--- config.mk ---
export PLATFORM = sky130hd
export DESIGN_NAME = dtw_multi_dispatch
export DESIGN_NICKNAME = d
export VERILOG_FILES = /design/src/rtl/dtw_pkg.sv /design/src/rtl/dtw_rr_arbiter.sv /design/src/rtl/dtw_multi_dispatch.sv
export SDC_FILE = /design/constraint.sdc
export NUM_CORES = 1
export LEC_CHECK = 0
export ABC_CLOCK_PERIOD_IN_PS = 2500
export CORE_AREA = 5 5 126 128
export CTS_CLUSTER_SIZE = 8
export DETAILED_ROUTE_END_ITERATION = 10
export DIE_AREA = 0 0 131 133
export DONT_BUFFER_PORTS = 1
export PLACE_DENSITY = 0.59
export SLEW_MARGIN = 20
export SYNTH_ARGS = -nofsm -noshare
export SYNTH_HDL_FRONTEND = slang
export SYNTH_HIERARCHICAL = 1
export SYNTH_SLANG_ARGS = --single-unit
--- constraint.sdc ---
create_clock -name aclk -period 2.5 [get_ports aclk]
set_clock_uncertainty 0.2 [all_clocks]
set_input_delay 0.125 -clock aclk [delete_from_list [all_inputs] [get_ports aclk]]
set_output_delay 0.125 -clock aclk [all_outputs]
set_load 0.1 [all_outputs]
--- src/rtl/dtw_pkg.sv ---
// Shared types and helpers for the DTW query dispatcher / result collector.
package dtw_pkg;

  typedef enum logic {
    D_IDLE   = 1'b0,
    D_STREAM = 1'b1
  } disp_state_e;

  typedef enum logic {
    C_IDLE = 1'b0,
    C_PKT  = 1'b1
  } coll_state_e;

  // Core-ID width; never narrower than one bit.
  function automatic int unsigned cid_w(input int unsigned n);
    return (n < 2) ? 1 : $clog2(n);
  endfunction

endpackage

--- src/rtl/dtw_rr_arbiter.sv ---
// Round-robin pick: first requester at or after ptr, wrapping; purely combinational.
module dtw_rr_arbiter
  import dtw_pkg::*;
#(
  parameter int unsigned N = 4,
  localparam int unsigned IW = cid_w(N)
) (
  input  logic [N-1:0]  req,
  input  logic [IW-1:0] ptr,
  output logic          gnt_vld,
  output logic [IW-1:0] gnt_idx
);

  localparam int unsigned CW = IW + 1;

  logic [CW-1:0] cand;

  // Scan offsets from farthest to nearest so the nearest requester wins.
  always_comb begin
    gnt_vld = 1'b0;
    gnt_idx = '0;
    cand    = '0;
    for (int i = int'(N) - 1; i >= 0; i--) begin
      cand = {1'b0, ptr} + CW'(i);
      if (cand >= CW'(N)) cand = cand - CW'(N);
      if (req[cand[IW-1:0]]) begin
        gnt_vld = 1'b1;
        gnt_idx = cand[IW-1:0];
      end
    end
  end

endmodule

--- src/rtl/dtw_multi_dispatch.sv ---
// Hands whole query packets to idle DTW cores round-robin and merges their
// result packets onto one stream tagged with the source core ID.
module dtw_multi_dispatch
  import dtw_pkg::*;
#(
  parameter int unsigned N_CORES = 4,
  parameter int unsigned AXIS_W  = 32,
  localparam int unsigned CID_W  = cid_w(N_CORES)
) (
  input  logic                        aclk,
  input  logic                        aresetn,
  input  logic                        en,
  input  logic                        clr,
  input  logic [AXIS_W-1:0]           s_axis_tdata,
  input  logic                        s_axis_tvalid,
  input  logic                        s_axis_tlast,
  output logic                        s_axis_tready,
  output logic [AXIS_W-1:0]           core_src_data,
  output logic [N_CORES-1:0]          core_src_wren,
  input  logic [N_CORES-1:0]          core_src_full,
  input  logic [N_CORES-1:0]          core_busy,
  input  logic [N_CORES*AXIS_W-1:0]   core_res_data,
  input  logic [N_CORES-1:0]          core_res_valid,
  input  logic [N_CORES-1:0]          core_res_last,
  output logic [N_CORES-1:0]          core_res_ready,
  output logic [AXIS_W-1:0]           m_axis_tdata,
  output logic                        m_axis_tvalid,
  output logic                        m_axis_tlast,
  output logic [CID_W-1:0]            m_axis_tuser,
  input  logic                        m_axis_tready,
  output logic [N_CORES-1:0]          stat_owned,
  output logic [31:0]                 stat_q_cnt,
  output logic [31:0]                 stat_r_cnt
);

  disp_state_e          dstate;
  coll_state_e          cstate;
  logic [CID_W-1:0]     dsel;
  logic [CID_W-1:0]     dptr;
  logic [CID_W-1:0]     gsel;
  logic [CID_W-1:0]     cptr;
  logic [N_CORES-1:0]   owned;
  logic [31:0]          q_cnt;
  logic [31:0]          r_cnt;

  logic                 d_gnt_vld;
  logic [CID_W-1:0]     d_gnt_idx;
  logic                 c_gnt_vld;
  logic [CID_W-1:0]     c_gnt_idx;
  logic [N_CORES-1:0]   avail;
  logic [N_CORES-1:0]   set_mask;
  logic [N_CORES-1:0]   clr_mask;
  logic                 s_fire;
  logic                 m_fire;

  function automatic logic [CID_W-1:0] wrap_inc(input logic [CID_W-1:0] idx);
    return (idx == CID_W'(N_CORES - 1)) ? '0 : idx + CID_W'(1);
  endfunction

  assign avail = ~owned & ~core_busy;

  dtw_rr_arbiter #(.N(N_CORES)) u_disp_arb (
    .req     (avail),
    .ptr     (dptr),
    .gnt_vld (d_gnt_vld),
    .gnt_idx (d_gnt_idx)
  );

  dtw_rr_arbiter #(.N(N_CORES)) u_coll_arb (
    .req     (core_res_valid),
    .ptr     (cptr),
    .gnt_vld (c_gnt_vld),
    .gnt_idx (c_gnt_idx)
  );

  // Stream muxing; clr forces every handshake low for its cycle.
  always_comb begin
    s_axis_tready  = 1'b0;
    core_src_wren  = '0;
    core_src_data  = '0;
    m_axis_tvalid  = 1'b0;
    m_axis_tdata   = '0;
    m_axis_tlast   = 1'b0;
    m_axis_tuser   = '0;
    core_res_ready = '0;
    if (dstate == D_STREAM) begin
      core_src_data = s_axis_tdata;
      s_axis_tready = !clr && !core_src_full[dsel];
      if (s_axis_tvalid && s_axis_tready) core_src_wren[dsel] = 1'b1;
    end
    if (cstate == C_PKT) begin
      m_axis_tvalid        = !clr && core_res_valid[gsel];
      m_axis_tdata         = core_res_data[32'(gsel) * AXIS_W +: AXIS_W];
      m_axis_tlast         = core_res_last[gsel];
      m_axis_tuser         = gsel;
      core_res_ready[gsel] = !clr && m_axis_tready;
    end
  end

  assign s_fire = s_axis_tvalid && s_axis_tready;
  assign m_fire = m_axis_tvalid && m_axis_tready;

  // Ownership updates: a new grant sets, a delivered result tlast clears.
  always_comb begin
    set_mask = '0;
    clr_mask = '0;
    if (dstate == D_IDLE && en && d_gnt_vld) set_mask[d_gnt_idx] = 1'b1;
    if (m_fire && m_axis_tlast) clr_mask[gsel] = 1'b1;
  end

  always_ff @(posedge aclk or negedge aresetn) begin
    if (!aresetn) begin
      dstate <= D_IDLE;
      cstate <= C_IDLE;
      dsel   <= '0;
      dptr   <= '0;
      gsel   <= '0;
      cptr   <= '0;
      owned  <= '0;
      q_cnt  <= '0;
      r_cnt  <= '0;
    end else if (clr) begin
      dstate <= D_IDLE;
      cstate <= C_IDLE;
      dsel   <= '0;
      dptr   <= '0;
      gsel   <= '0;
      cptr   <= '0;
      owned  <= '0;
      q_cnt  <= '0;
      r_cnt  <= '0;
    end else begin
      owned <= (owned & ~clr_mask) | set_mask;

      if (dstate == D_IDLE) begin
        if (en && d_gnt_vld) begin
          dsel   <= d_gnt_idx;
          dptr   <= wrap_inc(d_gnt_idx);
          dstate <= D_STREAM;
        end
      end else if (s_fire && s_axis_tlast) begin
        q_cnt  <= q_cnt + 32'd1;
        dstate <= D_IDLE;
      end

      // Grant is held for the whole packet so results never interleave.
      if (cstate == C_IDLE) begin
        if (c_gnt_vld) begin
          gsel   <= c_gnt_idx;
          cptr   <= wrap_inc(c_gnt_idx);
          cstate <= C_PKT;
        end
      end else if (m_fire && m_axis_tlast) begin
        r_cnt  <= r_cnt + 32'd1;
        cstate <= C_IDLE;
      end
    end
  end

  assign stat_owned = owned;
  assign stat_q_cnt = q_cnt;
  assign stat_r_cnt = r_cnt;

endmodule

* Yosys cells after proc, flatten, opt, wreduce, memory -nomap -nowiden
Cells that the tools add are included.
** Operators by class
- $add $sub $neg :: 18
- Magnitude comparators :: 22
- Eq/ne operators :: 4
- Shift-type cells :: 1
- Mux-type cells :: 92
- Bitwise gates (word level) :: 8
- Reductions and logical operators :: 26
** Operators with widths (count)
- 2-to-1 mux 32 bit :: 8
- indexed part select 128 x 8 -> 32 bit :: 1
- adder 32 x 1 -> 32 bit (second input constant) :: 2
- 2-to-1 mux 2 bit :: 31
- less-than comparator 2 x 3 -> 1 bit (second input constant) :: 11
- 2-to-1 mux 1 bit :: 33
- 2-to-1 mux 4 bit :: 6
- binary-select mux 1 bit (select 2 bit) :: 11
- >= comparator 3 bit (second input constant) :: 6
- subtractor 2 x 1 -> 2 bit (second input constant) :: 8
- logical AND 1 bit :: 14
- adder 2 x 2 -> 3 bit (second input constant) :: 4
- AND 4 bit :: 3
- NOT 4 bit :: 3
- nonzero test 2 bit :: 6
- AND reduction 2 bit :: 4
- adder 2 x 1 -> 3 bit (second input constant) :: 2
- demux 1 bit (select 2 bit) :: 3
- >= comparator 2 x 1 -> 1 bit (second input constant) :: 3
- >= comparator 2 x 3 -> 1 bit (second input constant) :: 2
- adder 2 x 1 -> 2 bit (second input constant) :: 2
- equality test 2 bit (second input constant) :: 2
- inequality test 2 bit (second input constant) :: 2
- OR 4 bit :: 1
- other kinds (2) :: 3
** Storage, ports and cells
- Bits in registers :: 78

* Depth between registers and ports, before layout
- Depth in word-level cells :: 16
- Mapped depth :: 8

* By module
The synthesis kept the hierarchy.
** Modules (own cells, without submodules)
- dtw_multi_dispatch :: times used 1, cells each 573, area an instance 5402.7 um2, seq. area each 1951.9 um2
- dtw_rr_arbiter :: times used 2, cells each 13, area an instance 77.6 um2, seq. area each 0.0 um2

* Worst setup path before layout
Ideal clock, no wire load.
- Kind :: register to register
- From :: register r_cnt[2] (netlist: stat_r_cnt[2])
- To :: register r_cnt[21] (netlist: stat_r_cnt[21])
- Arrival :: 2.685 ns
- Data required time :: 2.222 ns
- Setup slack :: -0.463 ns
- Cell stages (with the launch flop) :: 8
- Path through :: dfrtp_1 and3_1 clkbuf_1 nand4_1 or4_1 clkbuf_1 or3_1 a21oi_1
** Between the ends
- Longest elaborated chain between the ends :: 4
** RTL lines
- from (decl) :: RTL line dtw_multi_dispatch.sv:44 : logic [31:0] r_cnt;
- from (signal assigned) :: RTL line dtw_multi_dispatch.sv:154 : r_cnt <= r_cnt + 32'd1;
- adder 32 x 1 -> 32 bit :: RTL line dtw_multi_dispatch.sv:154
- 2-to-1 mux 32 bit :: RTL line dtw_multi_dispatch.sv:153 : end else if (m_fire && m_axis_tlast) begin
- 2-to-1 mux 32 bit :: RTL line dtw_multi_dispatch.sv:147 : if (cstate == C_IDLE) begin
- 2-to-1 mux 32 bit :: RTL line dtw_multi_dispatch.sv:122 : end else if (clr) begin
Every way passes these cells. The select of a mux whose other input is x is not followed.
A chain may end at the register's enable or synchronous reset.

* Worst setup path in the final report
- From :: register dsel[0]
- To :: register q_cnt[30] (netlist: stat_q_cnt[30])
** Between the ends
- Longest elaborated chain between the ends :: 9
** RTL lines
- from (decl) :: RTL line dtw_multi_dispatch.sv:38 : logic [CID_W-1:0] dsel;
- from (signal assigned) :: RTL line dtw_multi_dispatch.sv:137 : dsel <= d_gnt_idx;
- binary-select mux 1 bit (select 2 bit) :: RTL line dtw_multi_dispatch.sv:88 : s_axis_tready = !clr && !core_src_full[dsel];
- 2-to-1 mux 1 bit (implied by the code) :: RTL line dtw_multi_dispatch.sv:88
- logical NOT 1 bit :: RTL line dtw_multi_dispatch.sv:88
- logical AND 1 bit :: RTL line dtw_multi_dispatch.sv:88
- 2-to-1 mux 1 bit :: RTL line dtw_multi_dispatch.sv:86 : if (dstate == D_STREAM) begin
- logical AND 1 bit :: RTL line dtw_multi_dispatch.sv:100 : assign s_fire = s_axis_tvalid && s_axis_tready;
- logical AND 1 bit :: RTL line dtw_multi_dispatch.sv:141 : end else if (s_fire && s_axis_tlast) begin
- nonzero test 2 bit (no source line)
- AND reduction 2 bit (no source line)
- to (signal assigned) :: RTL line dtw_multi_dispatch.sv:142 : q_cnt <= q_cnt + 32'd1;
- to (decl) :: RTL line dtw_multi_dispatch.sv:43 : logic [31:0] q_cnt;
Every way passes these cells. The select of a mux whose other input is x is not followed.

==> metrics.txt <==
total power 0.004094 W; antenna violations before repair 4; hold path cells 3; Vias/cell 5.632; Crit Path Category flop to flop; share of layout cells above drive strength 1 37.94%; outcome completed; post-synthesis sequential area ratio 35.12%; CTS tree built; Max Fanout on Critical Path 19; DR vias 5277; vias in the first global route 5378; R2R cell count 6; GRT overflow 0; reg2reg start dsel[0]; clk slew on worst S/H paths 0.06 ns; Core Area 14750 um^2; DRC viols 0; WHS Endpoint stat_q_cnt[20]; # fillers 1329; Area contributors post-synth dfrtp_1, mux4_2, and2_1; first-pass GRT wire length 30020 um; unrepaired setup endpoints after global routing no; overall routing resource usage 22.32%; Setup violations, final 0; Synth top area share 35.12%; Nets 931; Hold Path Class primary input to flop; Hold Startpoint s_axis_tvalid; die height 133 um; Cell variety after synth 40; DIE WIDTH 131 um; P_leak 3.058 nW; total CTS buffers 9; remaining antenna violation count 0; power per cell area 538.9 nW/um^2; FFs w/ async S/R, synth 100.0%; total routed wirelength 20590 um; fin util 51.49%; Sink Count 78; Hold Vio Cnt, Final 0; tightest hold margin 0.005159 ns; gpl congestion 0.8902; DR pass1 iterations 4; R2R Setup Slk 0.1 ns; Worst setup EP type flop; hpwl dp 16590 um; Post-Syn Area 5558 um^2; reg2reg end stat_q_cnt[30]; Synth-to-Final Area Change 36.67%; Max-slew headroom 57.88%; M1 WL 7304 um; number of enable flip-flop cells after synthesis 0; Avg Cell Area, Syn 9.279 um^2; Wirelength per Cell 21.97 um; max-cap violations 0; Reg area 2068 um^2; Final Max Slew Viols 0; clk root buf clkbuf_16; placed inst area 7129 um^2; met2 routed WL 11070 um; Synth Flop Type dfrtp_1; clock buffer depth 2; post-CTS setup buffers 0; Max Fclk 416.4 MHz; FP Rows 45; yosys warns 6; htree depth 3; wire length on met3 1602 um; Iteration-0 DRC Markers 284; worst slew pin tran 0.6294 ns; Clock Latency Late Sink 0.33 ns; final instance area 7596 um^2; min Tclk post-route 2.401 ns; initial core utilization 37.68%; post-synthesis net count 789; # port buffers 0; area leader, netlist dfrtp_1; Critical Path RT 2.56 ns; #FFs+latches synth 78; Commonest cells post-synth dfrtp_1, nor2_1, and2_1, nand2_1, clkbuf_1; Top Layer Used met4; final worst-path cycle share 96.05%; count leader, synth dfrtp_1; Worst setup SP type flop; Top Ports 328; pin count of the biggest net entering global routing 79; die area 17420 um^2; multi-input logic area 3430 um^2; VDD IR max 0.0003832 V; WP data arrival 2.46 ns; Mapped Cells 599
-- state kept, by name, indices dropped and copies added, names as in the netlist --
signal	cells
stat_owned	4
cstate	1
gsel	2
cptr	2
dstate	1
dptr	2
stat_r_cnt	32
dsel	2
stat_q_cnt	32
-- layout by cell type (no fill, tap or decap), types with 8 or more instances in the layout --
cell type	instances
nand3_1	16
dfrtp_4	23
mux2i_1	11
nor3_1	10
nor2_1	66
and3_1	9
nand4_1	19
mux4_2	34
buf_12	13
dfrtp_1	31
and2_1	71
xnor2_1	31
nand2_1	45
buf_4	150
dfrtp_2	24
nor4_1	20
o21ai_0	22
nor2_2	8
clkbuf_16	9
or3_1	20
a21oi_1	28
xor2_1	8
-- where the power goes --
part / leakage [nW] / total, W / switching [W] / internal, W
registers: 0.995 / 0.00131 / 0.0000241 / 0.00129
logic: 1.92 / 0.00143 / 0.00103 / 0.000400
clock network: 0.144 / 0.00135 / 0.000525 / 0.000826
-- logic make-up (layout without fill, tap and decap cells) --
kind of cell / Yosys count / after routing / share of synthesized area (%)
xor gates and xnor gates: 39 / 39 / 6.146
other: 0 / 3 / 0
buffers and inverters: 48 / 195 / 3.714
adders and majority gates: 7 / 7 / 1.576
and+or+nand+nor: 320 / 320 / 31.11
AOI/OAI and AO/OA: 60 / 60 / 6.168
DFF: 78 / 78 / 35.12
muxes: 47 / 47 / 16.16
-- critical path: stages (launching register included) --
cell and delay, ns:
dfrtp_1 0.38, or3b_4 0.38, a2bb2oi_2 0.15, buf_4 0.21
or3_1 0.39, or4_1 0.47, a21oi_1 0.14
-- per-layer routing --
metal	GRT usage, %	vias to the layer above
met4	8.000	0
li1	-	2429
met2	40.80	248
met1	24.97	2561
met3	4.804	39
met5	0	-
-- stage by stage --
| stage | worst slack, ns | setup TNS (ns) | std cells |
|---|---|---|---|
| 6_report | 0.09869 | 0 | 937 |
| 5_1_grt | 0.01800 | 0 | 937 |
| 4_1_cts | 0.002757 | 0 | 934 |
| 3_5_place_dp | 0.01285 | 0 | 909 |
| 3_3_place_gp | 0.05502 | 0 | 909 |
| 2_1_floorplan | -0.1880 | -0.3760 | 599 |
-- cell type report --
cell class	instances	share of cell area, %
Inverter	6	0.2965
Sequential cell	78	27.23
Timing Repair Buffer	173	20.05
Multi-Input combinational cell	473	45.15
Clock inverter	5	0.7577
Clock buffer	11	3.327
Antenna cell	3	0.09883
Tap cell	188	3.097
-- how the worst max path moves through the flow --
stage	slack (ns)	cells past startpoint	endpoint	from
global placement	0.06	5	stat_r_cnt[25]	gsel[0]
detailed placement	0.01	5	stat_r_cnt[25]	gsel[0]
CTS	0.003	4	m_axis_tdata[8]	gsel[0]
finish	0.1	6	stat_q_cnt[30]	dsel[0]
global route	0.02	6	stat_q_cnt[30]	dsel[0]
floorplan	-0.19	4	core_src_wren[0]	dstate
-- timing repair --
| item | in CTS | in global routing |
|---|---|---|
| endpoints found under the hold margin | 156 | 0 |
| gates resized for setup | 2 | 5 |
| endpoints found under the setup margin | 32 | 34 |
| hold buffers | 9 | 0 |
Note: power is estimated with default switching activity, not from simulation.
